### src/rtl/div_pkg.sv
// Shared types and constants for the sequential restoring divider.
// Signed operation is enabled by defining DIV_SIGNED_EN; the default build divides unsigned.
package div_pkg;

   localparam int DIV_W = 32;

   // Width of a counter that can hold the values 0..width.
   function automatic int cnt_w(input int width);
      return $clog2(width + 1);
   endfunction

   localparam int CNT_W = cnt_w(DIV_W);

   typedef enum logic [1:0] {
      IDLE,
      PREP,
      ITER,
      FIX
   } state_t;

endpackage

### src/rtl/seq_divider32_if.sv
// Request/result bundle between the arithmetic unit and the sequential divider.
interface seq_divider32_if
   import div_pkg::*;
#(
   parameter int WIDTH = DIV_W
) ();

   logic             start;
   logic [WIDTH-1:0] a;
   logic [WIDTH-1:0] b;
   logic             busy;
   logic             done;
   logic [WIDTH-1:0] quotient;
   logic [WIDTH-1:0] remainder;
   logic             div_by_zero;

   modport master (
      output start, a, b,
      input  busy, done, quotient, remainder, div_by_zero
   );

   modport slave (
      input  start, a, b,
      output busy, done, quotient, remainder, div_by_zero
   );

endinterface

### src/rtl/div_step.sv
// One combinational restoring-division step: shift in a dividend bit, compare, conditionally subtract.
module div_step
   import div_pkg::*;
#(
   parameter int WIDTH = DIV_W
) (
   input  logic [WIDTH-1:0] rem_in,
   input  logic             d_msb,
   input  logic [WIDTH-1:0] divisor,
   output logic [WIDTH-1:0] rem_out,
   output logic             q_bit
);

   // One extra bit so the shifted remainder (up to 2*divisor-1) compares without overflow.
   logic [WIDTH:0] r_sh;

   always_comb begin
      r_sh    = {rem_in, d_msb};
      q_bit   = (r_sh >= {1'b0, divisor});
      rem_out = q_bit ? WIDTH'(r_sh - {1'b0, divisor}) : r_sh[WIDTH-1:0];
   end

endmodule

### src/rtl/seq_divider32.sv
// Multi-cycle radix-2 restoring divider, WIDTH+2 cycles per operation.
// Define DIV_SIGNED_EN for two's-complement signed division; otherwise operands are unsigned.
module seq_divider32
   import div_pkg::*;
#(
   parameter int WIDTH = DIV_W
) (
   input  logic           clk,
   input  logic           reset,
   seq_divider32_if.slave bus
);

   localparam int CW = cnt_w(WIDTH);

   state_t           state, state_nxt;
   logic             busy_r, done_r, dz_r;
   logic [WIDTH-1:0] quot_r, rem_r;
   logic [WIDTH-1:0] a_r, b_r, dq, r;
   logic [CW-1:0]    cnt;
   logic [WIDTH-1:0] r_step;
   logic             q_bit;
   logic             accept;
`ifdef DIV_SIGNED_EN
   logic             qs, rs;
`endif

   assign accept = (state == IDLE) && bus.start && !busy_r;

   div_step #(.WIDTH(WIDTH)) u_step (
      .rem_in  (r),
      .d_msb   (dq[WIDTH-1]),
      .divisor (b_r),
      .rem_out (r_step),
      .q_bit   (q_bit)
   );

   always_ff @(posedge clk) begin
      if (reset) state <= IDLE;
      else       state <= state_nxt;
   end

   always_comb begin
      state_nxt = state;
      case (state)
         IDLE:    if (accept) state_nxt = PREP;
         PREP:    state_nxt = (b_r == '0) ? FIX : ITER;
         ITER:    if (cnt == CW'(WIDTH - 1)) state_nxt = FIX;
         FIX:     state_nxt = IDLE;
         default: state_nxt = IDLE;
      endcase
   end

   // NOTE: only the visible status/result registers are reset; the datapath below is always
   // rewritten by the PREP state before it is read, so it carries no reset.
   always_ff @(posedge clk) begin
      if (reset) begin
         busy_r <= 1'b0;
         done_r <= 1'b0;
         dz_r   <= 1'b0;
         quot_r <= '0;
         rem_r  <= '0;
      end else begin
         done_r <= 1'b0;
         if (accept) begin
            busy_r <= 1'b1;
            dz_r   <= 1'b0;
         end
         if (state == FIX) begin
            busy_r <= 1'b0;
            done_r <= 1'b1;
            dz_r   <= (b_r == '0);
            if (b_r == '0) begin
               quot_r <= '1;
               rem_r  <= a_r;
            end else begin
`ifdef DIV_SIGNED_EN
               quot_r <= qs ? -dq : dq;
               rem_r  <= rs ? -r : r;
`else
               quot_r <= dq;
               rem_r  <= r;
`endif
            end
         end
      end
   end

   // dq holds the dividend and fills with quotient bits from the bottom as the dividend shifts out.
   always_ff @(posedge clk) begin
      case (state)
         IDLE: begin
            if (accept) begin
               a_r <= bus.a;
               b_r <= bus.b;
            end
         end
         PREP: begin
`ifdef DIV_SIGNED_EN
            dq  <= a_r[WIDTH-1] ? -a_r : a_r;
            b_r <= b_r[WIDTH-1] ? -b_r : b_r;
            qs  <= a_r[WIDTH-1] ^ b_r[WIDTH-1];
            rs  <= a_r[WIDTH-1];
`else
            dq  <= a_r;
`endif
            r   <= '0;
            cnt <= '0;
         end
         ITER: begin
            dq  <= {dq[WIDTH-2:0], q_bit};
            r   <= r_step;
            cnt <= cnt + CW'(1);
         end
         default: ;
      endcase
   end

   assign bus.busy        = busy_r;
   assign bus.done        = done_r;
   assign bus.quotient    = quot_r;
   assign bus.remainder   = rem_r;
   assign bus.div_by_zero = dz_r;

endmodule

### src/flat_wrapper.sv
// flat-port wrapper written by rule: the top's interface ports become plain ports
module seq_divider32_flat import div_pkg::*;
#(
   parameter int WIDTH = DIV_W
)
  (clk, reset, bus_start, bus_a, bus_b, bus_busy, bus_done, bus_quotient, bus_remainder, bus_div_by_zero);
  seq_divider32_if #(.WIDTH(WIDTH)) bus_i ();
  input  logic clk;
  input  logic reset;
  input wire logic [$bits(bus_i.start)-1:0] bus_start;
  input wire logic [$bits(bus_i.a)-1:0] bus_a;
  input wire logic [$bits(bus_i.b)-1:0] bus_b;
  output wire logic [$bits(bus_i.busy)-1:0] bus_busy;
  output wire logic [$bits(bus_i.done)-1:0] bus_done;
  output wire logic [$bits(bus_i.quotient)-1:0] bus_quotient;
  output wire logic [$bits(bus_i.remainder)-1:0] bus_remainder;
  output wire logic [$bits(bus_i.div_by_zero)-1:0] bus_div_by_zero;
  assign bus_i.start = bus_start;
  assign bus_i.a = bus_a;
  assign bus_i.b = bus_b;
  assign bus_busy = bus_i.busy;
  assign bus_done = bus_i.done;
  assign bus_quotient = bus_i.quotient;
  assign bus_remainder = bus_i.remainder;
  assign bus_div_by_zero = bus_i.div_by_zero;
  seq_divider32 #(.WIDTH(WIDTH)) u_core (.clk(clk), .reset(reset), .bus(bus_i));
endmodule
### config.mk
export PLATFORM = sky130hd
export DESIGN_NAME = seq_divider32_flat
export DESIGN_NICKNAME = d
export VERILOG_FILES = /design/src/rtl/div_pkg.sv /design/src/rtl/seq_divider32_if.sv /design/src/rtl/div_step.sv /design/src/rtl/seq_divider32.sv /design/src/flat_wrapper.sv
export SDC_FILE = /design/constraint.sdc
export NUM_CORES = 1
export LEC_CHECK = 0
export ABC_CLOCK_PERIOD_IN_PS = 7850
export BUFFER_PORTS_ARGS = -buffer_cell sky130_fd_sc_hd__buf_2
export CORE_UTILIZATION = 50
export DETAILED_ROUTE_END_ITERATION = 8
export GPL_TIMING_DRIVEN = 0
export PLACE_DENSITY = 0.71
export SYNTH_ARGS = -nofsm -noshare
export SYNTH_HDL_FRONTEND = slang
export SYNTH_HIERARCHICAL = 1
export SYNTH_SLANG_ARGS = --single-unit
### constraint.sdc
create_clock -name clk -period 7.85 [get_ports clk]
set_input_delay 1.57 -clock clk [delete_from_list [all_inputs] [get_ports clk]]
set_output_delay 1.57 -clock clk [all_outputs]
set_load 0.02 [all_outputs]
# --- Word level (Yosys, flattened, before mapping) ---
# Cells that the tools add are included.
totals:
  regBits: 203
  in_bits: 67
  output_inout_bits: 67
  elab_cells: 43
classes:
  addsub: 2
  magnitude_cmp: 1
  n_eq_ne: 6
  n_mux: 13
  reduce_logical: 10
ops:
  columns: ["op", "count"]
  rows:
  - ["one-hot mux 32 bit (2 select lines)", 2]
  - ["two-way mux 32 bit", 3]
  - [">= comparator 33 x 32 -> 1 bit", 1]
  - ["logical NOT 32 bit", 1]
  - ["subtractor 32 bit", 1]
  - ["one-hot mux 6 bit (2 select lines)", 1]
  - ["one-hot mux 2 bit (4 select lines)", 1]
  - ["adder 6 x 1 -> 6 bit (second input constant)", 1]
  - ["equality test 6 x 5 -> 1 bit (second input constant)", 1]
  - ["equality test 2 bit (second input constant)", 2]
  - ["two-way mux 1 bit", 4]
  - ["two-way mux 2 bit", 2]
  - ["!= test 2 x 1 -> 1 bit (second input constant)", 2]
  - ["AND reduction 2 bit", 2]
  - ["nonzero test 2 bit", 2]
  - ["equality test 2 x 1 -> 1 bit (second input constant)", 1]
  - ["logical AND 1 bit", 2]
  - ["logical NOT 2 bit", 1]
  - ["OR reduction 2 bit", 1]
  - ["logical NOT 1 bit", 1]

# --- Longest topological paths before layout ---
# Gate-level depths: netlist of the first run.
depth:
  ltp_word: 5
  ltp_mapped: 15
  depth_no_buf: 12

# --- By module ---
# Netlist of the first run, hierarchy kept.
modules_own_cells:
  columns: ["mod", "instances", "cells_per_inst", "area_per_inst_um2", "seq_area_each_um2"]
  rows:
  - ["seq_divider32", 1, 596, 7866.3, 5405.2]
  - ["div_step", 1, 323, 2331.0, 0.0]

# --- Worst setup path after synthesis of the first run ---
# OpenSTA, ideal clock, no wires.
synth_timing:
  kind: "input-to-reg"
  start: "input port bus_start"
  end: "register u_core.dz_r (netlist: u_core/bus.div_by_zero)"
  arrival_ns: 4.792
  setup_slack_ns: 2.925
  cell_stages: 4
  n_path_buf: 0
  cell_sequence: "nand2_1 -> nor2_1 -> or3b_2 -> a21oi_1"
synth_between:
  elab_chain_len: 3
synth_rtl:
  columns: ["item", "line_no", "source"]
  rows:
  - ["start: declaration", "flat_wrapper.sv:10", "input wire logic [$bits(bus_i.start)-1:0] bus_start;"]
  - ["logical AND 1 bit (2 in a row)", "seq_divider32.sv:27", "assign accept = (state == IDLE) && bus.start && !busy_r;"]
  - ["nonzero test 2 bit (no line)", null, null]
  - ["end signal: assignment", "seq_divider32.sv:71", "dz_r <= (b_r == '0);"]
  - ["end: declaration", "seq_divider32.sv:16", "logic busy_r, done_r, dz_r;"]
# Every way passes these cells.
# A chain may end at the register's enable or synchronous reset.

# --- Worst setup path in the final report of the first run ---
layout_timing:
  start: "register u_core.r[9]"
  end: "register u_core.r[19], data pin"
layout_between:
  elab_chain_len: 3
  elab_cells_between_ends: 4
  cone_classes: "add/sub (1); order compare (1); mux (2)"
layout_rtl:
  columns: ["item", "line_no", "source"]
  rows:
  - ["start: declaration", "seq_divider32.sv:18", "logic [WIDTH-1:0] a_r, b_r, dq, r;"]
  - ["start signal: assignment", "seq_divider32.sv:111", "r <= r_step;"]
  - ["subtractor 32 bit / >= comparator 33 x 32 -> 1 bit (equally long branches)", "div_step.sv:20, div_step.sv:19", null]
  - ["two-way mux 32 bit (*)", "div_step.sv:20", "rem_out = q_bit ? WIDTH'(r_sh - {1'b0, divisor}) : r_sh[WIDTH-1:0];"]
  - ["net u_core.r_step[19]", "seq_divider32.sv:20", "logic [WIDTH-1:0] r_step;"]
  - ["one-hot mux 32 bit (2 select lines) (*)", "seq_divider32.sv:90", "case (state)"]
# The timed path passes the listed nets; every way through them passes the cells marked *.

==> metrics.md, run 1 <==
| Metric | Value |
|---|---|
| Setup crit start kind | register |
| HPWL Detailed | between 15,000 and 20,000 µm |
| DRC marker count from the first detailed-route iteration | between 600 and 700 |
| EDFF count, synth | 134 |
| Final Cell Area | 12,000 µm² |
| Status | finished clean |
| FP Rows | 51 |
| Final ANT Viol Nets | 0 |
| RSZ-0062 raised after global routing | no |
| Final Cycle Share | 46.3% |
| Netlist cell types | 59 |
| Buf/Inv on CP | 3 |
| Die area | 21,000 µm² |
| Chip height | 145 µm |
| Yosys top cell area share | ~39% |
| Largest net degree at the start of global routing | 47 |
| Mapped Area | just over 10,000 µm² |
| Final min period | 3.64 ns |
| Total number of vias | roughly 7,600 |
| Yosys reg bits | between 200 and 250 |
| Worst-path cell chain | ha_1 -> clkbuf_1 -> nand4_1 -> nor3_1 -> o211ai_1 -> nor4b_4 -> o21ai_2 -> a31oi_4 -> o21a_4 -> inv_2 -> buf_2 -> mux2_2 -> and2_1 |
| Wire per inst | 17.9 µm |
| Crit path DAT | 3.91 ns |
| Hold Path Class | register to register |
| Crit path max-delay family | simple AND/OR/NAND/NOR gates |
| Ys async rst share | 0% |
| Area delta synth->final | 18.1% |
| Max_cap viols | 0 |
| Max incr delay on CP | 0.45 ns |
| Clock latency on the worst-skew pair | 0.52 ns |
| Post-synthesis xor/xnor area fraction | 2.49% |
| Int Power | 0.00329 W |
| Sink Count | about 200 |
| Post-Synth Adder-Cell Area | 4.86% |
| Vias in the first global route | slightly above 7,000 |
| Inserted Diodes | 0 |
| Clock power share | 20.3% |
| Sw frac | 37.1% |
| Hold-fix buffers, CTS | 0 |
| Sequential share of power | 35.8% |
| GPL Wtd Cong | 0.872 |
| DRT Pass-1 Iters | 5 |
| Post-cts sizing count | 0 |
| Setup Skew | between 0.01 and 0.015 ns |
| Synthesized net count | 1,025 |
| H-tree depth | 1 |
| Die Wd | 145 µm |
| Sw power | 0.00194 W |
| Achievable frequency | 275 MHz |
| Hold Crit Depth | 2 |
| Power density cells | 434 nW/µm² |
| Final-report setup violation count | 0 |
| CTS max path bufs | 3 |
| Initial antenna violation count | 0 |
| Hold WS | between 0.4 and 0.5 ns |
| CTS buffer count | 23 |
| Mux contribution to synthesized area | between 7 and 8% |
| Area of the core | 19,700 µm² |
| Routed WL | 24,400 µm |
| Max VDD drop | 0.195 mV |
| Fin util | around three fifths |
| Leakage | between 4 and 5 nW |
| Worst path slowest cell | edfxtp_1 |
| CP Max Fanout | 10 |
| GRT overflow | 0 |
| Clk slew on worst S/H paths | 0.05 ns |
| Ranking of synthesized cells by area | edfxtp_1 39%, dfxtp_1 14%, mux2_2 5.7% |
| Synth warn | 6 |
| Placed Area | 11,300 µm² |
| Simple-gate share of the synthesized area | between 10% and 20% |
| Critical Path End Type | register |
| Post-CTS Setup Inserts | 0 |
| WS Path Type | register to register |
| Combinational fraction of design power | 43.9% |
| Overall fraction of global-route tracks in use | a little under a quarter |
| CTS tree | built |
| WP depth | 13 |
| Starting density of the core | 51.7% |
| Actual slew at the worst max-slew pin | 0.597 ns |
| Syn avg cell area | 11.1 µm² |
| Synth Area in Compound Gates | 14.8% |
| Max Slew Vio Count | 0 |
| NumNets Final | ~1,200 |
| Clock root buffer master | clkbuf_16 |
| Max transition margin | 60.2% |
| Top_reg_cell synth | edfxtp_1 |
| Fin Setup TNS | 0 ns |
| Synth area leader | edfxtp_1 |
| Main combinational cell family by area after synthesis | compound AO/OA/AOI/OAI gates |
| Global-route wire length before repair | ~37,000 µm |
| DRC viols | 0 |
| Cells on worst reg2reg path | 13 |
| Post-synthesis sequential area ratio | between 50% and 60% |
| Final hold vios | 0 |
| Layout cells sized above 1 | 24.9% |
| Via density | 5.60 |
| Port-buffer cells | 132 |
| Gate Count Post-Synth | 919 |
| Ports | roughly 130 |
| WP data required | 8.12 ns |
[stage by stage]
step	power, W	setup WS (ns)	std cells
after global routing	0.00556	3.93	1361
after global placement	0.00410	1.28	1316
after CTS	0.00524	4.23	1361
after floorplan	0.00356	2.93	919
after detailed placement	0.00416	4.23	1319
final	0.00522	4.21	1361
[state kept, by name (all words and copies together), names as in the netlist]
| name | count |
|---|---|
| u_core/a_r | 32 |
| u_core/b_r | 32 |
| u_core/bus.quotient | 32 |
| u_core/bus.remainder | 32 |
| u_core/dq | 32 |
| u_core/r | 32 |
| u_core/cnt | 6 |
| u_core/state | 2 |
| u_core/bus.busy | 1 |
| u_core/bus.div_by_zero | 1 |
| u_core/bus.done | 1 |
[final timing paths]
check,start,slack (ns),end
max,u_core/r[9]$_SDFFCE_PN0P_,4.21,u_core/r[19]$_SDFFCE_PN0P_
min,u_core/bus.quotient[30]$_SDFFE_PP0P_,0.48,u_core/bus.quotient[30]$_SDFFE_PP0P_
max reg2reg,u_core/r[9]$_SDFFCE_PN0P_,4.21,u_core/r[19]$_SDFFCE_PN0P_
min reg2reg,u_core/bus.quotient[30]$_SDFFE_PP0P_,0.48,u_core/bus.quotient[30]$_SDFFE_PP0P_
[cells in the final DEF, fill, tap and decap left out, drive strengths merged, types with 38 or more instances in the layout]
cell,count
dfxtp,69
a21oi,62
ha,38
o21ai,49
inv,45
and2,38
buf,153
edfxtp,134
clkbuf,80
nand3,44
mux2,61
nor2,88
[logic make-up after synthesis]
logic type | count (synthesis)
multiplexers | 64
buffers and inverters | 108
AND/OR/NAND/NOR | 249
XOR/XNOR | 29
flip-flops | 203
AO/OA/AOI/OAI | 227
adder cells (fa/ha/maj) | 39
[power groups by stage]
stage	combinational, W	clock [W]	sequential [W]
floorplan	0.00170	0	0.00186
global placement	0.00218	0	0.00192
detailed placement	0.00228	0	0.00188
CTS	0.00229	0.00108	0.00186
global route	0.00253	0.00112	0.00191
finish	0.00229	0.00106	0.00187
[worst min-delay path, delay by kind of cell (launching register included)]
| family | cells | cell delay [ns] |
|---|---|---|
| and+or+nand+nor | 1 | 0.08 |
| AOI/OAI and AO/OA | 1 | 0.05 |
| DFF | 1 | 0.31 |
[layer usage]
layer  global-route usage (%)  vias to the layer above  wire length (µm)
met2                     39.1                      239             11600
li1                         -                     3737                 -
met4                     5.04                        0               367
met1                     31.1                     3607             10900
met5                        0                        -                 0
met3                     3.82                       32              1530
[synthesized netlist by cell type, types with 3 or more instances]
master,number
edfxtp_1,134
a311oi_1,32
nor4_2,8
mux2_2,52
buf_2,6
a21o_1,10
a21boi_0,4
inv_1,43
clkbuf_1,46
o211ai_1,3
xnor2_1,20
buf_4,8
dfxtp_1,69
nand4_1,12
o21a_1,4
buf_6,3
and3_1,3
nand2_1,26
a31o_2,3
and2_1,38
nor2_1,88
a21oi_1,61
o21bai_1,4
o21ai_0,48
a31oi_1,6
xor2_1,9
mux2i_1,3
a211oi_1,36
nor3b_1,3
nor2b_1,8
nand3_1,44
mux2_4,9
ha_1,38
nor3_1,7
[final cells by class]
class | instances | area, µm²
Fill cell | 1610 | 7670
Inverter | 44 | 165
Sequential cell | 203 | 5410
Clock buffer | 34 | 688
Buffer | 64 | 317
Tap cell | 265 | 332
Clock inverter | 8 | 81.3
Timing Repair Buffer | 135 | 728
Multi-Input combinational cell | 608 | 4330
Note: power is estimated with default switching activity, not from simulation.
==> run 2: changes to the inputs <==
Settings changed: ABC_CLOCK_PERIOD_IN_PS 7850 to 3100, PLACE_DENSITY 0.71 to 0.73.
Clock period 7.85 ns to 3.1 ns, I/O delays scaled along.
==> run 2 against run 1 <==
  * Flip-flop and latch count stayed put
  * Routed wire length is 8.1% higher
  * Hold slack worse by 0.22 ns
  * Non-clock buffer count is 35 higher
  * Count of clock-buffer cells in the layout is 3 lower
  * First-iteration DRC count is 9.0% higher
  * Global-route usage is 1.6 points higher
  * The flow now finishes with violations (setup timing)
  * Maximum frequency is 15% higher
  * Via count is 5.7% higher
  * Register-to-register slack worse by 4.3 ns
  * Largest cell class unchanged
  * Highest routed layer unchanged
  * Cell count is 2.6% higher
==> metrics.md, run 2 (synthesis results as in run 1) <==
| Metric | Value |
|---|---|
| CP Max Fanout | 5 |
| Worst path slowest cell | edfxtp_1 |
| Commonest non-fill, non-tap cells in the layout | 136 x buf_2, 134 x edfxtp_1, 87 x nor2_1, 69 x dfxtp_1, 59 x a21oi_1 |
| Hold-fix buffers, CTS | 0 |
| Die Wd | 145 µm |
| Max incr delay on CP | 0.40 ns |
| Sink Count | between 200 and 250 |
| Max VDD drop | roughly 0.7 mV |
| Fin Setup TNS | -0.832 ns |
| Vias in the first global route | 7,645 |
| Routed WL | about 26,000 µm |
| Critical Path End Type | register |
| Clock latency on the worst-skew pair | ~0.53 ns |
| GPL Wtd Cong | about 0.86 |
| Wire per inst | 18.8 µm |
| Chip height | between 100 and 150 µm |
| RSZ-0062 raised after global routing | yes |
| DRC marker count from the first detailed-route iteration | 713 |
| CTS tree | built |
| Power density cells | roughly 1100 nW/µm² |
| Setup crit start kind | register |
| Area of the core | around 20,000 µm² |
| Initial antenna violation count | 0 |
| Overall fraction of global-route tracks in use | 24.7% |
| FP Rows | between 50 and 60 |
| NumNets Final | roughly 1,200 |
| Buf/Inv on CP | 4 |
| Final Cycle Share | 102% |
| Port-buffer cells | ~130 |
| Inserted Diodes | 0 |
| Max transition margin | 60.1% |
| # fillers | 1,463 |
| Fin util | 64.4% |
| Worst-path cell chain | inv_2 -> ha_4 -> a21oi_4 -> a211oi_2 -> or3_4 -> nor4b_4 -> o21ai_2 -> a31oi_4 -> o21a_4 -> inv_4 -> buf_12 -> buf_12 -> mux2_4 -> and2_4 |
| DRC viols | 0 |
| Global-route wire length before repair | between 30,000 and 40,000 µm |
| Final-report setup violation count | 19 |
| Die area | between 20,000 and 25,000 µm² |
| Hold Path Class | input pin to register |
| Largest net degree at the start of global routing | 71 |
| CP most frequent cell | buf_12 |
| Actual slew at the worst max-slew pin | 0.598 ns |
| Leakage | just under 5 nW |
| Achievable frequency | approximately 320 MHz |
| Total number of vias | ~8,000 |
| Final hold vios | 0 |
| Area delta synth->final | 24.5% |
| Setup Skew | 0.0132 ns |
| Max Slew Vio Count | 0 |
| Most common cell after layout, fill and taps aside | buf_2 |
| CTS buffer count | 23 |
| Clk slew on worst S/H paths | 0.06 ns |
| Clock root buffer master | clkbuf_16 |
| WP data required | 3.39 ns |
| Status | finished with violations |
| Final ANT Viol Nets | 0 |
| Final worst setup slack | -0.0628 ns |
| Failing checks | setup timing |
| Layout cells sized above 1 | about a third |
| GRT overflow | 0 |
| HPWL Detailed | 18,300 µm |
| CTS max path bufs | 3 |
| WS Path Type | register to register |
| H-tree depth | 1 |
| Final min period | about 3.2 ns |
| Crit path DAT | approximately 3.5 ns |
| Max_cap viols | 0 |
| DRT Pass-1 Iters | 5 |
| Ports | 134 |
| Via density | 5.77 |
| Setup WS pre-CTS | -0.485 ns |
| Crit path max-delay family | simple AND/OR/NAND/NOR gates |
| Starting density of the core | 51.7% |
## run 2: metal layers
layer | routed length [µm] | track usage [%] | vias to the layer above
li1 | - | - | 3817
met1 | 11100 | 31.6 | 3808
met2 | 12400 | 41.8 | 363
met3 | 1920 | 3.92 | 64
met4 | 866 | 9.92 | 0
met5 | 0 | 0 | -
## run 2: through the flow
step                      power, W  instance area [µm²]  cells  hold slack, ns
after CTS                   0.0142                12600   1397           0.251
after global routing        0.0153                12700   1396           0.252
final                       0.0145                12700   1396           0.263
after detailed placement    0.0105                11300   1319           0.475
after global placement      0.0100                11200   1316           0.472
after floorplan            0.00902                10200    919           0.551
## run 2: power breakdown
group / switching (W) / total (W) / internal (W)
sequential: 0.000645 / 0.00474 / 0.00409
combinational: 0.00360 / 0.00686 / 0.00327
clock: 0.00111 / 0.00293 / 0.00182
total: 0.00535 / 0.0145 / 0.00918
## run 2: final timing paths
kind	startpoint	to	slack, ns	cells after the start
worst max-delay path	u_core/b_r[7]$_DFFE_PP_	u_core/r[25]$_SDFFCE_PN0P_	-0.06	14
worst min register to register	u_core/bus.remainder[10]$_SDFFE_PP0P_	u_core/bus.remainder[10]$_SDFFE_PP0P_	0.48	2
worst min-delay path	bus_a[4]	u_core/a_r[4]$_DFFE_PP_	0.26	1
worst max register to register	u_core/b_r[7]$_DFFE_PP_	u_core/r[25]$_SDFFCE_PN0P_	-0.06	14
## run 2: cell type report
class / instances / area (µm²) / area share, %
Buffer: 55 / 293 / 2.31
Clock buffer: 31 / 656 / 5.16
Clock inverter: 11 / 173 / 1.36
Inverter: 44 / 168 / 1.32
Multi-Input combinational cell: 608 / 4590 / 36.1
Sequential cell: 203 / 5410 / 42.6
Tap cell: 265 / 332 / 2.61
Timing Repair Buffer: 179 / 1090 / 8.55
## run 2: timing repair
item | 4_1_cts | 5_1_grt
cloned | 1 | 0
buffers inserted | 38 | 6
setup endpoints to repair | 30 | 30
gates resized for setup | 42 | 16
pin swaps | 16 | 9
